`src/rtl/stack_cpu_pkg.sv`:
```
// Shared definitions for the stack CPU: data width, ALU opcodes and
// the stack ALU engine state encoding.
package stack_cpu_pkg;

  localparam int DEF_DATA_W = 16;

  localparam logic [3:0] OP_ADD = 4'd0;
  localparam logic [3:0] OP_SUB = 4'd1;
  localparam logic [3:0] OP_AND = 4'd2;
  localparam logic [3:0] OP_OR  = 4'd3;
  localparam logic [3:0] OP_SLT = 4'd4;
  localparam logic [3:0] OP_NOR = 4'd5;

  typedef enum logic [2:0] {
    ST_IDLE  = 3'd0,
    ST_POP_B = 3'd1,
    ST_POP_A = 3'd2,
    ST_EXEC  = 3'd3,
    ST_PUSH  = 3'd4,
    ST_ERR   = 3'd5
  } state_t;

  // Opcodes 6..15 are reserved and rejected by the engine.
  function automatic logic op_legal(input logic [3:0] op);
    return (op <= OP_NOR);
  endfunction

endpackage

```
`src/rtl/stack_alu_datapath.sv`:
```
// Combinational ALU for the stack engine: computes A op B with zero and
// signed-overflow flags; the engine registers the outputs.
module stack_alu_datapath
  import stack_cpu_pkg::*;
#(
  parameter int DATA_W = DEF_DATA_W
) (
  input  logic [DATA_W-1:0] a,
  input  logic [DATA_W-1:0] b,
  input  logic [3:0]        op,
  output logic [DATA_W-1:0] value,
  output logic              zero,
  output logic              ovf
);

  logic [DATA_W-1:0] sum;
  logic [DATA_W-1:0] diff;
  logic              a_lt_b;

  assign sum    = a + b;
  assign diff   = a - b;
  assign a_lt_b = ($signed(a) < $signed(b));

  always_comb begin
    value = '0;
    ovf   = 1'b0;
    case (op)
      OP_ADD: begin
        value = sum;
        // Overflow when both operands share a sign the sum does not.
        ovf   = (a[DATA_W-1] == b[DATA_W-1]) && (sum[DATA_W-1] != a[DATA_W-1]);
      end
      OP_SUB: begin
        value = diff;
        ovf   = (a[DATA_W-1] != b[DATA_W-1]) && (diff[DATA_W-1] != a[DATA_W-1]);
      end
      OP_AND:  value = a & b;
      OP_OR:   value = a | b;
      OP_SLT:  value = {{(DATA_W-1){1'b0}}, a_lt_b};
      OP_NOR:  value = ~(a | b);
      default: value = '0;
    endcase
    zero = (value == '0);
  end

endmodule

```
`src/rtl/stack_alu_engine.sv`:
```
// Stack ALU engine: accepts one command, pops B then A from the stack,
// computes A op B and pushes the result back.
module stack_alu_engine
  import stack_cpu_pkg::*;
#(
  parameter int DATA_W = DEF_DATA_W,
  parameter int CNT_W  = 8
) (
  input  logic              clock,
  input  logic              reset,
  input  logic              cmd_valid,
  output logic              cmd_ready,
  input  logic [3:0]        cmd_op,
  input  logic [DATA_W-1:0] stack_top,
  input  logic [CNT_W-1:0]  stack_count,
  output logic              pop,
  output logic              push,
  output logic [DATA_W-1:0] push_data,
  output logic              done,
  output logic              error,
  output logic              zero,
  output logic              ovf,
  output logic [DATA_W-1:0] result,
  output state_t            dbg_state
);

  state_t            state_q, state_d;
  logic [3:0]        op_q, op_d;
  logic [DATA_W-1:0] a_q, a_d, b_q, b_d;
  logic [DATA_W-1:0] result_q, result_d, push_data_q, push_data_d;
  logic              zero_q, zero_d, ovf_q, ovf_d;
  logic              pop_q, pop_d, push_q, push_d, done_q, done_d, error_q, error_d;

  logic [DATA_W-1:0] dp_value;
  logic              dp_zero, dp_ovf;

  stack_alu_datapath #(.DATA_W(DATA_W)) u_datapath (
    .a     (a_q),
    .b     (b_q),
    .op    (op_q),
    .value (dp_value),
    .zero  (dp_zero),
    .ovf   (dp_ovf)
  );

  // Command handshake: a command is taken on any rising edge where
  // cmd_valid && cmd_ready; cmd_ready is high only in IDLE, so cmd_valid
  // and cmd_op are ignored for the whole duration of a command.
  always_comb begin
    state_d  = state_q;
    op_d     = op_q;
    a_d      = a_q;
    b_d      = b_q;
    result_d = result_q;
    zero_d   = zero_q;
    ovf_d    = ovf_q;
    case (state_q)
      ST_IDLE: begin
        if (cmd_valid) begin
          op_d    = cmd_op;
          state_d = (!op_legal(cmd_op) || (stack_count < CNT_W'(2))) ? ST_ERR : ST_POP_B;
        end
      end
      ST_POP_B: begin
        b_d     = stack_top;
        state_d = ST_POP_A;
      end
      ST_POP_A: begin
        a_d     = stack_top;
        state_d = ST_EXEC;
      end
      ST_EXEC: begin
        result_d = dp_value;
        zero_d   = dp_zero;
        ovf_d    = dp_ovf;
        state_d  = ST_PUSH;
      end
      ST_PUSH: state_d = ST_IDLE;
      ST_ERR:  state_d = ST_IDLE;
      default: state_d = ST_IDLE;
    endcase

    // Strobes are registered from the next state so they line up with it.
    pop_d       = (state_d == ST_POP_B) || (state_d == ST_POP_A);
    push_d      = (state_d == ST_PUSH);
    done_d      = (state_d == ST_PUSH) || (state_d == ST_ERR);
    error_d     = (state_d == ST_ERR);
    push_data_d = (state_d == ST_PUSH) ? result_d : '0;
  end

  always_ff @(posedge clock or negedge reset) begin
    if (!reset) begin
      state_q     <= ST_IDLE;
      op_q        <= '0;
      a_q         <= '0;
      b_q         <= '0;
      result_q    <= '0;
      zero_q      <= 1'b0;
      ovf_q       <= 1'b0;
      pop_q       <= 1'b0;
      push_q      <= 1'b0;
      done_q      <= 1'b0;
      error_q     <= 1'b0;
      push_data_q <= '0;
    end else begin
      state_q     <= state_d;
      op_q        <= op_d;
      a_q         <= a_d;
      b_q         <= b_d;
      result_q    <= result_d;
      zero_q      <= zero_d;
      ovf_q       <= ovf_d;
      pop_q       <= pop_d;
      push_q      <= push_d;
      done_q      <= done_d;
      error_q     <= error_d;
      push_data_q <= push_data_d;
    end
  end

  assign cmd_ready = (state_q == ST_IDLE);
  assign pop       = pop_q;
  assign push      = push_q;
  assign push_data = push_data_q;
  assign done      = done_q;
  assign error     = error_q;
  assign zero      = zero_q;
  assign ovf       = ovf_q;
  assign result    = result_q;
  assign dbg_state = state_q;

endmodule

```
`config.mk`:
```
export PLATFORM = sky130hd
export DESIGN_NAME = stack_alu_engine
export DESIGN_NICKNAME = d
export VERILOG_FILES = /design/src/rtl/stack_cpu_pkg.sv /design/src/rtl/stack_alu_datapath.sv /design/src/rtl/stack_alu_engine.sv
export SDC_FILE = /design/constraint.sdc
export NUM_CORES = 1
export LEC_CHECK = 0
export CAP_MARGIN = 40
export CORE_MARGIN = 1.5
export CORE_UTILIZATION = 52
export CTS_CLUSTER_DIAMETER = 60
export CTS_CLUSTER_SIZE = 24
export DETAILED_ROUTE_END_ITERATION = 12
export DONT_BUFFER_PORTS = 1
export PLACE_DENSITY = 0.74
export SLEW_MARGIN = 20
export SYNTH_ARGS = -nofsm -noshare
export SYNTH_HDL_FRONTEND = slang
export SYNTH_SLANG_ARGS = --single-unit
```
`constraint.sdc`:
```
create_clock -name clock -period 3.6 [get_ports clock]
set_input_delay 0.54 -clock clock [delete_from_list [all_inputs] [get_ports clock]]
set_output_delay 0.54 -clock clock [all_outputs]
set_load 0.02 [all_outputs]
```
==> flow_summary_export.csv, run 1 <==
group,metric,value,unit
synth,yosys.area.top_type,"dfrtp_1",
synth,synth.distinct_cells,64,
clocking,clk_pin_slew,0.09,ns
synth,async_reset_ff_frac,1.00,
placement,gp_congestion,0.937,
drt,first_iter_violations,319,
power_and_ir_drop,p_sw_frac,0.496,
global_route,gr-total-overflow,0,
global_route,grt_pass1_wl,20500,um
outcome,outcome,"completed",
power_and_ir_drop,pwr-share-clk,0.120,
worst_setup_path,crit_end,"zero",
clocking,clock_latency,0.37,ns
global_route,grtUsageTotal,0.253,
timing,rsz0062_at_grt,"false",
clocking,cts_setup_buffers,0,
final_layout,drive_above_1_share,0.0784,
worst_setup_path,crit_fanout,5,
floorplan,die_area,10500,um2
timing,finalCritPeriodShare,0.913,
final_layout,area_growth_syn_to_layout,7.98,%
placement,dpl_worst_slack,0.307,ns
power_and_ir_drop,power,6320,uW
final_layout,layout_common_cells,"dfrtp_1 (77), nand2_1 (58), o21ai_0 (52)",
floorplan,rows,36,
clocking,numCtsBuffers,9,
clocking,root_buffer,"clkbuf_8",
timing,max_freq,0.304,GHz
worst_setup_path,cp_cell_sequence,"inv_1 -> ha_1 -> o21ba_2 -> or4_1 -> a21oi_1 -> o21ai_1 -> mux2i_1 -> xnor2_1 -> a21oi_1 -> nor4bb_1 -> a41o_1",
timing,setup_viol,0,
worst_setup_path,startpoint,"a_q[1]",
worst_setup_path,path_delay_family,"compound AO/OA/AOI/OAI gates",
floorplan,die_w,102,um
timing,worst_slack,0.314,ns
drt,post_drt_wl_per_cell,17.9,um
worst_setup_path,cp_data_required_time,3.90,ns
worst_setup_path,r2r-end,"zero",
placement,hpwl,9210,um
clocking,clock-sinks,77,
worst_setup_path,critical_path_class,"flop to flop",
synth,syn_inst,574,
global_route,grt_max_degree,78,
timing,finalSetupTns,0,ns
drt,dr_total_vias,4215,
synth,synth_area,5130,um2
timing,fin_crit,3.29,ns
floorplan,start_util,0.530,
final_layout,final_common_cell,"dfrtp_1",
power_and_ir_drop,power.density,1140,nW/um2
synth,synth_enable_flop_cells,0,
worst_setup_path,slowest_stage,"dfrtp_1",
placement,io_buffer_count,0,
worst_setup_path,critPathMostFrequentCell,"a21oi_1",
power_and_ir_drop,p_int,3190,uW
worst_setup_path,regToRegStartpoint,"a_q[1]",
global_route,antenna_found_initial,0,
floorplan,core,9680,um2
worst_setup_path,arrival,3.59,ns
timing,worst_slew_pin_slew,0.786,ns
run,cap_violations,0,
synth,synth_warnings,0,
drt,ant_nets,0,
floorplan,die_height,102,um
clocking,clock_path_buffers,2,
synth,ys_seq_area_frac,0.376,
timing,relSlewSlack,0.472,
final_layout,fillers,899,
final_layout,antenna_cells,0,
global_route,grt_pass1_vias,4141,
synth,synth_area_leaders,"dfrtp_1 (38%), ha_1 (12%), o21ai_0 (5.1%), nand2_1 (4.2%), nor2_1 (3.6%)",
synth,synthFlopType,"dfrtp_1",
drt,firstDrtPassIters,4,
power_and_ir_drop,combPwrFrac,0.614,
synth,syn_nets,658,
worst_hold_path,hp-class,"input pin to async pin",
worst_setup_path,cpPeakStageDelay,0.50,ns
worst_setup_path,path_buf_inv,1,
floorplan,io_pins,73,
clocking,cts_tree,"yes",
power_and_ir_drop,p_leak,0.00265,uW
worst_setup_path,worst_r2r_path_depth,11,
timing,skew,0.0196,ns
final_layout,fin_util,0.572,
worst_setup_path,cp-start-kind,"flop",
final_layout,fin_nets,653,
final_layout,register_area,1930,um2
timing,holdWs,0.0545,ns
timing,slew_violations,0,
power_and_ir_drop,p_sw,3140,uW
final_layout,multi_input_area,2930,um2
drt,drc,0,
worst_setup_path,crit_cells,11,
drt,vias_per_cell,5.96,
drt,routed_wl,12700,um
synth,syn_avg_cell_area,8.94,um2
synth,yosysTopAreaCellShare,0.376,
timing,hold_viol,0,
power_and_ir_drop,vdd_drop_max,0.000391,V
synth,ys_ff_latch,77,
power_and_ir_drop,pwr-share-seq,0.266,
worst_setup_path,crit_path_end_kind,"flop",
clocking,h-tree-depth,3,
worst_setup_path,reg2reg_setup_slack,0.31,ns
==> layout make-up <==
class,instances,area share
clock buffers,11,0.0255
clock inverters,5,0.0151
inverters,46,0.0312
multi-input cells,422,0.529
flip-flops and latches,77,0.348
well taps,133,0.0300
repair buffers,13,0.0212
==> logic make-up (layout without fill, tap and decap cells) <==
kind of cell               after synthesis  after routing  synth area share
adders and majority gates               53             53             0.132
buffers and inverters                   75             75            0.0563
AOI/OAI and AO/OA                      171            171             0.222
and+or+nand+nor                        172            172             0.165
muxes                                   14             14            0.0285
DFF                                     77             77             0.376
xor gates and xnor gates                12             12            0.0205
==> state kept, by name, indices dropped and copies added (netlist names) <==
register and count:
a_q 16, error 1, ovf 1, dbg_state 3, b_q 16, done 1
push 1, push_data 16, result 16, pop 1, op_q 4, zero 1
==> cells in the mapped netlist (5+ instances only) <==
| cell | instances |
|---|---|
| dfrtp_1 | 77 |
| nand2_1 | 58 |
| o21ai_0 | 52 |
| ha_1 | 51 |
| nor2_1 | 49 |
| inv_1 | 46 |
| clkbuf_1 | 20 |
| a21o_1 | 19 |
| a21oi_1 | 19 |
| a22oi_1 | 12 |
| a31oi_1 | 11 |
| xnor2_1 | 10 |
| mux2i_1 | 9 |
| nor3_1 | 9 |
| and2_1 | 7 |
| nor2b_1 | 7 |
| o211ai_1 | 7 |
| buf_2 | 6 |
| o21bai_1 | 6 |
| or3_1 | 6 |
| mux2_2 | 5 |
==> worst min path at each step <==
stage / slack (ns) / from / depth (start not counted) / endpoint
2_1_floorplan: 0.24 / reset / 0 / a_q[0]
3_3_place_gp: 0.25 / reset / 0 / pop
3_5_place_dp: 0.25 / reset / 0 / pop
4_1_cts: 0.07 / reset / 1 / result[3]
5_1_grt: 0.08 / reset / 1 / pop
6_report: 0.05 / reset / 1 / b_q[2]
==> power groups by stage <==
stage | registers [uW] | clock network, uW | logic (uW)
2_1_floorplan | 1570 | 0 | 2990
4_1_cts | 1680 | 761 | 3840
5_1_grt | 1750 | 798 | 4340
3_5_place_dp | 1700 | 0 | 3790
3_3_place_gp | 1670 | 0 | 3710
6_report | 1680 | 757 | 3880
==> through the flow <==
stage               area, um2  cells
floorplan                5130    574
global placement         5280    690
detailed placement       5280    690
CTS                      5530    707
global route             5540    707
finish                   5540    707
==> layer usage <==
metal	global-route usage	vias up	routed length, um
met1	0.326	2028	5630
met4	0.100	0	216
met2	0.421	176	5950
met3	0.0465	23	869
li1	-	1988	-
met5	0	-	0
==> worst register-to-register path, stage by stage (launching register included) <==
cell	delay (ns)
dfrtp_1	0.50
inv_1	0.10
ha_1	0.33
o21ba_2	0.23
or4_1	0.49
a21oi_1	0.29
o21ai_1	0.16
mux2i_1	0.20
xnor2_1	0.09
a21oi_1	0.32
nor4bb_1	0.30
a41o_1	0.21
==> timing repair <==
item / in CTS / in global routing
hold buffers: 1 / 0
gates resized for setup: 0 / 1
endpoints found under the hold margin: 77 / 0
endpoints found under the setup margin: 0 / 1
Note: power is estimated with default switching activity, not from simulation.
==> run 2: changes to the inputs <==
SETUP_SLACK_MARGIN = 0.4   (was default)
==> run 2 against run 1 <==
Effect of this change:
- first-iteration DRC count shrank 5.0%
- critical path type unchanged
- critical endpoint unchanged
- largest cell class unchanged
- global-route usage stayed put
- clock skew fell by 0.0022 ns
==> flow_summary_export.csv, run 2 (synthesized netlist as in run 1, its figures left out) <==
group,metric,value,unit
drt,wl_met3,856,um
drt,vias_per_cell,6.01,
placement,place.detailed.instances,690,
final_layout,antenna_cells,0,
placement,io_buffer_count,0,
timing,worst_slew_pin_slew,0.787,ns
timing,relSlewSlack,0.471,
global_route,grt_max_degree,78,
clocking,clock-sinks,77,
final_layout,drive_above_1_share,0.111,
worst_setup_path,crit_path_end_kind,"flop",
worst_setup_path,arrival,3.41,ns
drt,routed_wl,12900,um
clocking,clk_pin_slew,0.08,ns
timing,finalCritPeriodShare,0.861,
global_route,grt_pass1_wl,20500,um
drt,post_drt_wl_per_cell,18.2,um
worst_setup_path,slowest_stage,"or4_1",
worst_hold_path,hp-class,"input pin to async pin",
drt,ant_nets,0,
run,cap_violations,0,
outcome,outcome,"completed",
drt,drc,0,
global_route,antenna_found_initial,0,
clocking,cts_tree,"yes",
timing,finalSetupTns,0,ns
final_layout,fillers,879,
clocking,h-tree-depth,3,
timing,hold_viol,0,
clocking,numCtsBuffers,9,
final_layout,final_cells,711,
clocking,root_buffer,"clkbuf_8",
floorplan,die_area,10500,um2
drt,wl_met2,6160,um
timing,holdWs,0.0519,ns
timing,rsz0062_at_grt,"true",
worst_setup_path,critPathMostFrequentCell,"and4_1",
drt,firstDrtPassIters,5,
drt,wl_met1,5700,um
placement,gp_congestion,0.937,
worst_setup_path,cp_cell_sequence,"buf_12 -> fa_2 -> a211oi_4 -> o21ai_1 -> and2_1 -> and3_1 -> or4_1 -> a31oi_2 -> and4_1 -> and4_1 -> a41o_1",
worst_setup_path,cpPeakStageDelay,0.52,ns
floorplan,io_pins,73,
placement,hpwl,9210,um
timing,slew_violations,0,
final_layout,fin_nets,657,
floorplan,start_util,0.530,
drt,highest_layer,"met4",
timing,skew,0.0174,ns
worst_setup_path,cp_data_required_time,3.91,ns
global_route,grtUsageTotal,0.253,
global_route,gr-total-overflow,0,
timing,fin_crit,3.10,ns
global_route,grt_pass1_vias,4141,
drt,dr_total_vias,4276,
floorplan,die_w,102,um
worst_setup_path,cp-start-kind,"flop",
timing,setup_viol,0,
final_layout,final_common_cell,"dfrtp_1",
worst_setup_path,critical_path_class,"flop to flop",
worst_setup_path,crit_fanout,4,
final_layout,area_growth_syn_to_layout,10.1,%
floorplan,core,9680,um2
clocking,clock_latency,0.37,ns
clocking,clock_path_buffers,2,
floorplan,die_height,102,um
final_layout,layout_common_cells,"dfrtp_1 (76), nand2_1 (58), o21ai_0 (52)",
floorplan,rows,36,
timing,max_freq,0.323,GHz
drt,first_iter_violations,303,
[run 2: per-stage QoR]
| step | util | cell area [um2] | setup slack, ns |
|---|---|---|---|
| 2_1_floorplan | - | 5130 | 0.661 |
| 3_3_place_gp | 0.545 | 5280 | 0.374 |
| 3_5_place_dp | 0.545 | 5280 | 0.307 |
| 4_1_cts | 0.574 | 5560 | 0.377 |
| 5_1_grt | 0.583 | 5650 | 0.363 |
| 6_report | 0.583 | 5650 | 0.499 |
[run 2: area by class of cell]
cell class              instances  area [um2]  share of cell area
repair buffers                 17         160              0.0284
clock buffers                  11         141              0.0250
well taps                     133         166              0.0295
inverters                      46         173              0.0306
flip-flops and latches         77        1930               0.341
clock inverters                 5        83.8              0.0148
multi-input cells             422        3000               0.530
[run 2: what timing repair did]
| action | in CTS | in global routing |
|---|---|---|
| resized for setup | 4 | 13 |
| pin swaps | 2 | 5 |
| setup endpoints to repair | 3 | 7 |
| setup buffers | 0 | 4 |
| hold buffers | 1 | 0 |
| hold endpoints to repair | 77 | 0 |
[run 2: final timing paths]
kind	from	endpoint	slack, ns	cells past startpoint
max reg2reg	a_q[1]	zero	0.50	11
min	reset	pop	0.05	1
max	a_q[1]	zero	0.50	11
min in group clock	stack_top[11]	b_q[11]	0.28	2
min reg2reg	b_q[10]	b_q[10]	0.61	2
max in group asynchronous	reset	a_q[7]	3.22	1
[run 2: worst max-delay path: cells and delay by family, from the launching register on]
| family | cells | cell delay [ns] |
|---|---|---|
| AO/OA/AOI/OAI | 4 | 0.78 |
| adder cells (fa/ha/maj) | 1 | 0.41 |
| buffers and inverters | 1 | 0.14 |
| flip-flops | 1 | 0.45 |
| AND/OR/NAND/NOR | 5 | 1.25 |
[run 2: metal layers]
layer  up-vias  global-route usage
met5         -                   0
met3        23              0.0465
met1      2072               0.325
li1       2001                   -
met2       180               0.423
met4         0               0.100
Power of run 2 is left out: the tool's default activity adds up to more than one toggle a clock period on the data nets, which glitch-free logic cannot reach.
